===== config.mk =====
export PLATFORM = sky130hd
export DESIGN_NAME = flash_read_arbiter_flat
export DESIGN_NICKNAME = d
export VERILOG_FILES = /design/src/rtl/flash_read_arbiter_if.sv /design/src/rtl/flash_read_arbiter.sv /design/src/flat_wrapper.sv
export SDC_FILE = /design/constraint.sdc
export NUM_CORES = 1
export LEC_CHECK = 0
export CORE_ASPECT_RATIO = 1.5
export CORE_MARGIN = 1.5
export CORE_UTILIZATION = 40
export CTS_CLUSTER_DIAMETER = 30
export DETAILED_ROUTE_END_ITERATION = 8
export PLACE_DENSITY_LB_ADDON = 0.05
export SYNTH_ARGS = -nofsm -noshare
export SYNTH_HDL_FRONTEND = slang
export SYNTH_SLANG_ARGS = --single-unit

===== constraint.sdc =====
create_clock -name clk -period 2.05 [get_ports clk]
set_clock_uncertainty 0.1 [all_clocks]
set_input_delay 0.3075 -clock clk [delete_from_list [all_inputs] [get_ports clk]]
set_output_delay 0.3075 -clock clk [all_outputs]
set_load 0.005 [all_outputs]

===== src/rtl/flash_read_arbiter_if.sv =====
// Bundle of request/response and flash-controller signals around flash_read_arbiter.
// The slave modport is the arbiter's view; the master modport is the requester/flash side.
interface flash_read_arbiter_if;
  logic        req0;
  logic        req1;
  logic [23:0] addr0;
  logic [23:0] addr1;
  logic        ack0;
  logic        ack1;
  logic        rvalid0;
  logic        rvalid1;
  logic [31:0] rdata0;
  logic [31:0] rdata1;
  logic        rerr0;
  logic        rerr1;
  logic        busy;
  logic        flash_re;
  logic [23:0] flash_addr;
  logic [31:0] flash_rdata;
  logic        flash_done;

  modport slave (
    input  req0, req1, addr0, addr1, flash_rdata, flash_done,
    output ack0, ack1, rvalid0, rvalid1, rdata0, rdata1, rerr0, rerr1,
           busy, flash_re, flash_addr
  );

  modport master (
    output req0, req1, addr0, addr1, flash_rdata, flash_done,
    input  ack0, ack1, rvalid0, rvalid1, rdata0, rdata1, rerr0, rerr1,
           busy, flash_re, flash_addr
  );
endinterface


===== src/rtl/flash_read_arbiter.sv =====
// Two-port read arbiter in front of an SPI flash controller, one read outstanding at a time.
// Define FLASH_ARB_RR_EN for round-robin tie breaking; otherwise port 0 has fixed priority.
module flash_read_arbiter #(
  parameter int unsigned TIMEOUT = 256
) (
  input  logic                 clk,
  input  logic                 rst_n,
  flash_read_arbiter_if.slave  bus
);

  typedef enum logic [1:0] {S_IDLE, S_WAIT, S_RESP, S_DRAIN} state_e;

  localparam logic [15:0] TO_LAST = 16'(TIMEOUT - 1);

  state_e      state_q, state_d;
  logic        gnt_q, gnt_d;
  logic [15:0] cnt_q, cnt_d;

  logic        ack0_q, ack0_d, ack1_q, ack1_d;
  logic        rvalid0_q, rvalid0_d, rvalid1_q, rvalid1_d;
  logic        rerr0_q, rerr0_d, rerr1_q, rerr1_d;
  logic [31:0] rdata0_q, rdata0_d, rdata1_q, rdata1_d;
  logic        flash_re_q, flash_re_d;
  logic [23:0] flash_addr_q, flash_addr_d;
  logic        busy;

  logic        grant;
  logic        pick1;
  logic        resp_ev;

`ifdef FLASH_ARB_RR_EN
  // rr_q set means port 1 wins the next tie
  logic rr_q, rr_d;
  assign pick1 = bus.req1 && (!bus.req0 || rr_q);
`else
  assign pick1 = bus.req1 && !bus.req0;
`endif

  assign grant   = (state_q == S_IDLE) && (bus.req0 || bus.req1);
  assign resp_ev = (state_q == S_WAIT) && (bus.flash_done || (cnt_q == TO_LAST));

  always_ff @(posedge clk or negedge rst_n) begin
    if (!rst_n) begin
      state_q <= S_IDLE;
      gnt_q   <= 1'b0;
      cnt_q   <= 16'd0;
`ifdef FLASH_ARB_RR_EN
      rr_q    <= 1'b0;
`endif
    end else begin
      state_q <= state_d;
      gnt_q   <= gnt_d;
      cnt_q   <= cnt_d;
`ifdef FLASH_ARB_RR_EN
      rr_q    <= rr_d;
`endif
    end
  end

  always_comb begin
    state_d = state_q;
    gnt_d   = gnt_q;
    cnt_d   = cnt_q;
`ifdef FLASH_ARB_RR_EN
    rr_d    = grant ? !pick1 : rr_q;
`endif
    case (state_q)
      S_IDLE: begin
        if (grant) begin
          state_d = S_WAIT;
          gnt_d   = pick1;
          cnt_d   = 16'd0;
        end
      end
      S_WAIT: begin
        // a completion on the final count still counts as a normal response
        if (bus.flash_done)         state_d = S_RESP;
        else if (cnt_q == TO_LAST)  state_d = S_DRAIN;
        else                        cnt_d   = cnt_q + 16'd1;
      end
      S_RESP:  state_d = S_IDLE;
      S_DRAIN: if (bus.flash_done) state_d = S_IDLE;
      default: state_d = S_IDLE;
    endcase
  end

  always_comb begin
    busy         = (state_q != S_IDLE);
    flash_re_d   = grant;
    ack0_d       = grant && !pick1;
    ack1_d       = grant && pick1;
    flash_addr_d = grant ? (pick1 ? bus.addr1 : bus.addr0) : flash_addr_q;
    rvalid0_d    = resp_ev && !gnt_q;
    rvalid1_d    = resp_ev && gnt_q;
    rerr0_d      = resp_ev && !gnt_q && !bus.flash_done;
    rerr1_d      = resp_ev && gnt_q && !bus.flash_done;
    rdata0_d     = rdata0_q;
    rdata1_d     = rdata1_q;
    if (resp_ev && !gnt_q) rdata0_d = bus.flash_done ? bus.flash_rdata : 32'h0;
    if (resp_ev && gnt_q)  rdata1_d = bus.flash_done ? bus.flash_rdata : 32'h0;
  end

  always_ff @(posedge clk or negedge rst_n) begin
    if (!rst_n) begin
      flash_re_q   <= 1'b0;
      flash_addr_q <= 24'h0;
      ack0_q       <= 1'b0;
      ack1_q       <= 1'b0;
      rvalid0_q    <= 1'b0;
      rvalid1_q    <= 1'b0;
      rerr0_q      <= 1'b0;
      rerr1_q      <= 1'b0;
      rdata0_q     <= 32'h0;
      rdata1_q     <= 32'h0;
    end else begin
      flash_re_q   <= flash_re_d;
      flash_addr_q <= flash_addr_d;
      ack0_q       <= ack0_d;
      ack1_q       <= ack1_d;
      rvalid0_q    <= rvalid0_d;
      rvalid1_q    <= rvalid1_d;
      rerr0_q      <= rerr0_d;
      rerr1_q      <= rerr1_d;
      rdata0_q     <= rdata0_d;
      rdata1_q     <= rdata1_d;
    end
  end

  assign bus.flash_re   = flash_re_q;
  assign bus.flash_addr = flash_addr_q;
  assign bus.ack0       = ack0_q;
  assign bus.ack1       = ack1_q;
  assign bus.rvalid0    = rvalid0_q;
  assign bus.rvalid1    = rvalid1_q;
  assign bus.rerr0      = rerr0_q;
  assign bus.rerr1      = rerr1_q;
  assign bus.rdata0     = rdata0_q;
  assign bus.rdata1     = rdata1_q;
  assign bus.busy       = busy;

endmodule


===== src/flat_wrapper.sv =====
// flat-port wrapper written by rule: the top's interface ports become plain ports
module flash_read_arbiter_flat 
#(
  parameter int unsigned TIMEOUT = 256
)
  (clk, rst_n, bus_req0, bus_req1, bus_addr0, bus_addr1, bus_flash_rdata, bus_flash_done, bus_ack0, bus_ack1, bus_rvalid0, bus_rvalid1, bus_rdata0, bus_rdata1, bus_rerr0, bus_rerr1, bus_busy, bus_flash_re, bus_flash_addr);
  flash_read_arbiter_if bus_i ();
  input  logic clk;
  input  logic rst_n;
  input wire logic [$bits(bus_i.req0)-1:0] bus_req0;
  input wire logic [$bits(bus_i.req1)-1:0] bus_req1;
  input wire logic [$bits(bus_i.addr0)-1:0] bus_addr0;
  input wire logic [$bits(bus_i.addr1)-1:0] bus_addr1;
  input wire logic [$bits(bus_i.flash_rdata)-1:0] bus_flash_rdata;
  input wire logic [$bits(bus_i.flash_done)-1:0] bus_flash_done;
  output wire logic [$bits(bus_i.ack0)-1:0] bus_ack0;
  output wire logic [$bits(bus_i.ack1)-1:0] bus_ack1;
  output wire logic [$bits(bus_i.rvalid0)-1:0] bus_rvalid0;
  output wire logic [$bits(bus_i.rvalid1)-1:0] bus_rvalid1;
  output wire logic [$bits(bus_i.rdata0)-1:0] bus_rdata0;
  output wire logic [$bits(bus_i.rdata1)-1:0] bus_rdata1;
  output wire logic [$bits(bus_i.rerr0)-1:0] bus_rerr0;
  output wire logic [$bits(bus_i.rerr1)-1:0] bus_rerr1;
  output wire logic [$bits(bus_i.busy)-1:0] bus_busy;
  output wire logic [$bits(bus_i.flash_re)-1:0] bus_flash_re;
  output wire logic [$bits(bus_i.flash_addr)-1:0] bus_flash_addr;
  assign bus_i.req0 = bus_req0;
  assign bus_i.req1 = bus_req1;
  assign bus_i.addr0 = bus_addr0;
  assign bus_i.addr1 = bus_addr1;
  assign bus_i.flash_rdata = bus_flash_rdata;
  assign bus_i.flash_done = bus_flash_done;
  assign bus_ack0 = bus_i.ack0;
  assign bus_ack1 = bus_i.ack1;
  assign bus_rvalid0 = bus_i.rvalid0;
  assign bus_rvalid1 = bus_i.rvalid1;
  assign bus_rdata0 = bus_i.rdata0;
  assign bus_rdata1 = bus_i.rdata1;
  assign bus_rerr0 = bus_i.rerr0;
  assign bus_rerr1 = bus_i.rerr1;
  assign bus_busy = bus_i.busy;
  assign bus_flash_re = bus_i.flash_re;
  assign bus_flash_addr = bus_i.flash_addr;
  flash_read_arbiter #(.TIMEOUT(TIMEOUT)) u_core (.clk(clk), .rst_n(rst_n), .bus(bus_i));
endmodule

# ---- After elaboration in Yosys (flattened, before gate mapping)
# Index checks and enable logic that the tools add are counted.
dict set report word_totals {
  ff_bits 114
  out_inout_bits 96
}
dict set report classes {
  eq_ne 9
  addsub 1
  reduce_logical 21
  n_mux 11
}
# cell count
set op_table {}
lappend op_table {{$mux 16} 3}
lappend op_table {{$mux 32} 1}
lappend op_table {{$pmux 16 s2} 1}
lappend op_table {{$mux 24} 1}
lappend op_table {{$add 16x1->16 const B} 1}
lappend op_table {{$eq 16x8->1 const B} 1}
lappend op_table {{$logic_and 1x1->1} 9}
lappend op_table {{$mux 2} 4}
lappend op_table {{$pmux 2 s4} 1}
lappend op_table {{$ne 2x2->1 const B} 3}
lappend op_table {{$eq 2x2->1 const B} 2}
lappend op_table {{$logic_not 1->1} 4}
lappend op_table {{$reduce_and 4->1} 1}
lappend op_table {{$reduce_bool 2->1} 2}
lappend op_table {{$ne 3x3->1 const B} 1}
lappend op_table {{$reduce_and 3->1} 1}
lappend op_table {{$eq 2x1->1 const B} 1}
lappend op_table {{$logic_not 2->1} 1}
lappend op_table {{$logic_or 1x1->1} 2}
lappend op_table {{$ne 2x1->1 const B} 1}
lappend op_table {{$reduce_and 2->1} 1}

# ---- Longest topological paths before layout
dict set report depth {
  word_depth 5
  mapped_depth 8
}

# ---- Least setup slack after synthesis
# OpenSTA, ideal clock, no wires.
dict set report synth_path {
  path_kind {register -> register}
  start {reg u_core.cnt_q[12]}
  end {reg u_core.rdata1_q[0], in the netlist u_core.bus.rdata1[0]}
  path_buffers 1
  period_less_slack_ns 2.081
  stages_incl_launch_ff 6
  arrival_time_ns 1.860
  required_ns 1.829
  setup_slack_ns -0.031
  path_cell_list {dfrtp_1 or4_4 o41ai_4 nand3_4 buf_6 a22o_1}
}
dict set report synth_between {
  elab_chain_cells 4
}
# element line_no
set synth_rtl {}
lappend synth_rtl {{start: declaration} flash_read_arbiter.sv:17} ;# logic [15:0] cnt_q, cnt_d;
lappend synth_rtl {{start signal: assignment} flash_read_arbiter.sv:53} ;# cnt_q <= cnt_d;
lappend synth_rtl {{$eq 16x8->1} flash_read_arbiter.sv:40} ;# assign resp_ev = (state_q == S_WAIT) && (bus.flash_done || (cnt_q == TO_LAST));
lappend synth_rtl {{$logic_or 1x1->1} flash_read_arbiter.sv:40}
lappend synth_rtl {{$logic_and 1x1->1} flash_read_arbiter.sv:40}
lappend synth_rtl {{$logic_and 1x1->1} flash_read_arbiter.sv:100} ;# if (resp_ev && gnt_q) rdata1_d = bus.flash_done ? bus.flash_rdata : 32'h0;
lappend synth_rtl {{end signal: assignment} flash_read_arbiter.sv:125} ;# rdata1_q <= rdata1_d;
lappend synth_rtl {{end: declaration} flash_read_arbiter.sv:22} ;# logic [31:0] rdata0_q, rdata0_d, rdata1_q, rdata1_d;
# Every way passes these cells.
# A chain may end at the register's enable or synchronous reset.

# ---- Final worst setup path
dict set report layout_path {
  start {reg u_core.cnt_q[11]}
  end {reg u_core.rdata1_q[28], in the netlist u_core.bus.rdata1[28]}
}
# Same word-level chain as after synthesis.

==> impl_metrics.csv <==
group,metric,value,unit
global_route,first_global_vias,4492,
sta,timing.fmax,0.4726,GHz
setup_path,critical_path_fanouts_max,33,
logic_synthesis,synthesis.instances,415,
place,finalWeightedCongestion,0.8178,
die,dieHeight,138.2,microns
drt,route.antenna.remaining_nets,0,
drt,firstDrtPassIters,5,
sta,aggregate_negative_setup_slack,-0.5253,ns
drt,vias,4345,
die,num_rows,49,
clocking,numClockSinks,114,
die,num_io_pins,181,
die,area_of_the_die,12870,sq um
cells_and_area,antenna-diode-count,0,
setup_path,r2r_cells,5,
cells_and_area,layout-drive-gt1-share,0.1460,
clocking,clock_path_buffers,2,
logic_synthesis,synth.area.top_cells,"sky130_fd_sc_hd__dfrtp_1 (59%), sky130_fd_sc_hd__a22o_1 (11%), sky130_fd_sc_hd__a22oi_1 (3.7%)",
power,p_sw_frac,0.2909,
setup_path,worstSetupEndpointType,"flop",
power,p_switching,3366,uW
power,power_density,1483,nW/um^2
setup_path,crit_end,"u_core.bus.rdata1[28]$_DFFE_PN0P_",
setup_path,cell_at_the_slowest_stage_of_the_critical_path,"sky130_fd_sc_hd__or4_4",
power,power.share.clock,0.286,
logic_synthesis,synth_cell_type_count,48,
cells_and_area,layout.cell_area.non_filler,7802,sq um
place,detailed_place_hpwl,10080,microns
status,violated_checks,"setup timing",
clocking,clock_tree.htree_level_count,4,
drt,drt-wirelength-per-cell,18.24,microns
status,run_status,"finished with violations",
place,place_ws,-0.1695,ns
place,dpl-instance-area,7081,sq um
sta,rsz0062_at_grt,"true",
global_route,antenna_found_initial,0,
setup_path,timing.setup.critical_path_class,"reg -> reg",
setup_path,crit-reg2reg-capture,"u_core.bus.rdata1[28]$_DFFE_PN0P_",
setup_path,critical_path.startpoint,"u_core.cnt_q[11]$_DFFE_PN0P_",
sta,final-setup-viol-count,28,
setup_path,cp.required,2.24,ns
sta,fin_crit,2.116,ns
power,worst_ir_drop_vdd,0.0006785,V
power,power,11570,uW
drt,drtIter0Drc,199,
power,power_leakage,0.003322,uW
power,internal-power,8204,uW
cells_and_area,mostFrequentLayoutCells,"sky130_fd_sc_hd__clkdlybuf4s50_1 (178), sky130_fd_sc_hd__dfrtp_1 (114), sky130_fd_sc_hd__a22o_1 (62)",
cells_and_area,num-nets-final,710,
clocking,clock_tree_from_tritoncts,"built",
sta,finalHoldViolCount,0,
sta,holdWs,0.3175,ns
logic_synthesis,ys.warnings.count,0,
global_route,global_route_wire_length_before_repair,22890,microns
logic_synthesis,syn-num-nets,501,
logic_synthesis,synth_seq_area_share,0.5851,
power,pwr-share-comb,0.390,
cells_and_area,most_common_cell_after_layout_fill_and_taps_aside,"sky130_fd_sc_hd__clkdlybuf4s50_1",
cells_and_area,layout.area.seq,2853,sq um
run,max-cap-violations,0,
clocking,cts.reportedPaths.clkPinSlew,0.05,ns
clocking,number_of_buffers_inserted_during_clock_tree_synthesis,17,
logic_synthesis,synth.avg_cell_area,11.75,sq um
setup_path,highest_cell_delay_on_the_worst_timing_path,0.55,ns
cells_and_area,nFillCells,935,
hold_path,hp-class,"in -> async",
drt,via_per_inst,5.500,
die,die_width,93.15,microns
logic_synthesis,syn-cell-area,4876,sq um
die,initial_utilization,0.4078,
drt,totalWireLength,14410,microns
sta,tightest_slew,0.5313,ns
clocking,cts-root-buf,"sky130_fd_sc_hd__clkbuf_16",
setup_path,cp_cell_sequence,"or4_4, o41ai_4, nand3_4, buf_12, a22o_2",
sta,drv_slew,0,
drt,detail_route.drc_violations,0,
sta,slew-limit-headroom,0.6458,
global_route,grt_use_total,0.2282,
sta,setup_ws,-0.06585,ns
cells_and_area,areaGrowthSynthToFinish,60.02,%
setup_path,critPathArrivalTime,2.31,ns
global_route,grt-ovfl-total,0,
logic_synthesis,synth_seq_cells,114,
cells_and_area,multiInputGateArea,1841,sq um
logic_synthesis,netlist.area_leader.share,0.5851,
clocking,clkLatencyLatePin,0.41,ns
sta,final_min_period_over_clock_period,1.032,
die,placeableCoreArea,11960,sq um
setup_path,timing.rr.start,"u_core.cnt_q[11]$_DFFE_PN0P_",
power,p_seq_frac,0.323,
setup_path,flop_to_flop_setup_slack,-0.07,ns
place,port_bufs,180,
setup_path,timing.critical_path.from_type,"flop",
global_route,grt_start_max_net_pins,51,
logic_synthesis,synthDominantAreaCellType,"sky130_fd_sc_hd__dfrtp_1",
[critical path: cells and delay by family, from the launching register on]
kind / cells / cell delay [ns]
flip-flops: 1 / 0.40
AND/OR/NAND/NOR: 2 / 0.67
buffers and inverters: 1 / 0.19
AO/OA/AOI/OAI: 2 / 0.64
[routing by layer]
| metal | GRT usage | vias up | wire [microns] |
|---|---|---|---|
| li1 | - | 1997 | - |
| met1 | 0.2580 | 2168 | 5662 |
| met2 | 0.4103 | 158 | 7754 |
| met3 | 0.05611 | 22 | 739 |
| met4 | 0.07974 | 0 | 250 |
| met5 | 0 | - | 0 |
[state kept, by name (all words and copies together), names as in the netlist, 2 cells and up]
signal and flops:
u_core.bus.rdata1 32, u_core.cnt_q 16, u_core.state_q 2, u_core.bus.flash_addr 24, u_core.bus.rdata0 32
[cell type report]
| cell class | instances | area share |
|---|---|---|
| clock inverter | 14 | 0.03031 |
| sequential | 114 | 0.3656 |
| multi-input combinational | 258 | 0.2359 |
| clock buffer | 18 | 0.05500 |
| inverter | 9 | 0.004330 |
| timing repair buffer | 224 | 0.2843 |
| tap | 153 | 0.02454 |
[logic make-up after synthesis]
logic type               Yosys count  synth area share
buffers and inverters             43           0.04644
AO/OA/AOI/OAI                    162            0.2487
adder cells (fa/ha/maj)            1          0.002566
AND/OR/NAND/NOR                   90            0.1075
flip-flops                       114            0.5851
multiplexers                       3          0.006159
XOR/XNOR                           2          0.003593
[repair_timing]
| item | in CTS | in global routing |
|---|---|---|
| hold endpoints to repair | 35 | 0 |
| gates resized for setup | 2 | 5 |
| pin swaps | 0 | 3 |
| buffers inserted | 1 | 4 |
| setup endpoints to repair | 53 | 69 |
| hold buffers | 1 | 0 |
[metrics by stage]
stage | utilization | instances
floorplan | - | 415
global route | 0.6526 | 790
detailed placement | 0.5923 | 754
global placement | 0.5923 | 754
finish | 0.6526 | 790
CTS | 0.6497 | 788
[power by group through the flow]
stage | sequential [uW] | clock, uW | combinational, uW
after floorplan | 3780 | 0 | 1850
after global placement | 3720 | 0 | 4460
after detailed placement | 3770 | 0 | 4530
after CTS | 3740 | 3360 | 4560
after global routing | 3840 | 3470 | 4880
final | 3740 | 3310 | 4520
[worst min path at each step]
stage,start,end,slack (ns),depth (start not counted)
after CTS,rst_n,u_core.bus.rdata0[9]$_DFFE_PN0P_,0.34,2
after detailed placement,rst_n,u_core.bus.rdata0[9]$_DFFE_PN0P_,0.23,1
after floorplan,rst_n,u_core.bus.ack0$_DFF_PN0_,-0.09,0
final,rst_n,u_core.bus.rdata1[9]$_DFFE_PN0P_,0.32,2
after global routing,rst_n,u_core.bus.rdata0[9]$_DFFE_PN0P_,0.35,2
after global placement,rst_n,u_core.bus.rdata0[9]$_DFFE_PN0P_,0.22,1
[synth_stat cells, drive strengths merged]
| cell type | instances |
|---|---|
| dfrtp | 114 |
| a22o | 65 |
| o21ai | 32 |
| clkbuf | 26 |
| a22oi | 24 |
| a31oi | 24 |
| nor2b | 24 |
| nand2 | 13 |
| nand3 | 10 |
| nor2 | 10 |
| buf | 8 |
| inv | 8 |
| or3 | 6 |
| nor4 | 5 |
| a21oi | 4 |
| nor3 | 4 |
| or4 | 4 |
| and3 | 3 |
| mux2i | 3 |
| nand4 | 3 |
| and2 | 2 |
| and4 | 2 |
| o211ai | 2 |
| xnor2 | 2 |
| a211o | 1 |
| a211oi | 1 |
| a21o | 1 |
| a311oi | 1 |
| a31o | 1 |
| a41o | 1 |
| a41oi | 1 |
| and2b | 1 |
| clkinv | 1 |
| ha | 1 |
| nand2b | 1 |
| nand4bb | 1 |
| nor3b | 1 |
| o21a | 1 |
| o221ai | 1 |
| o22a | 1 |
| o41ai | 1 |
Note: power is estimated with default switching activity, not from simulation.
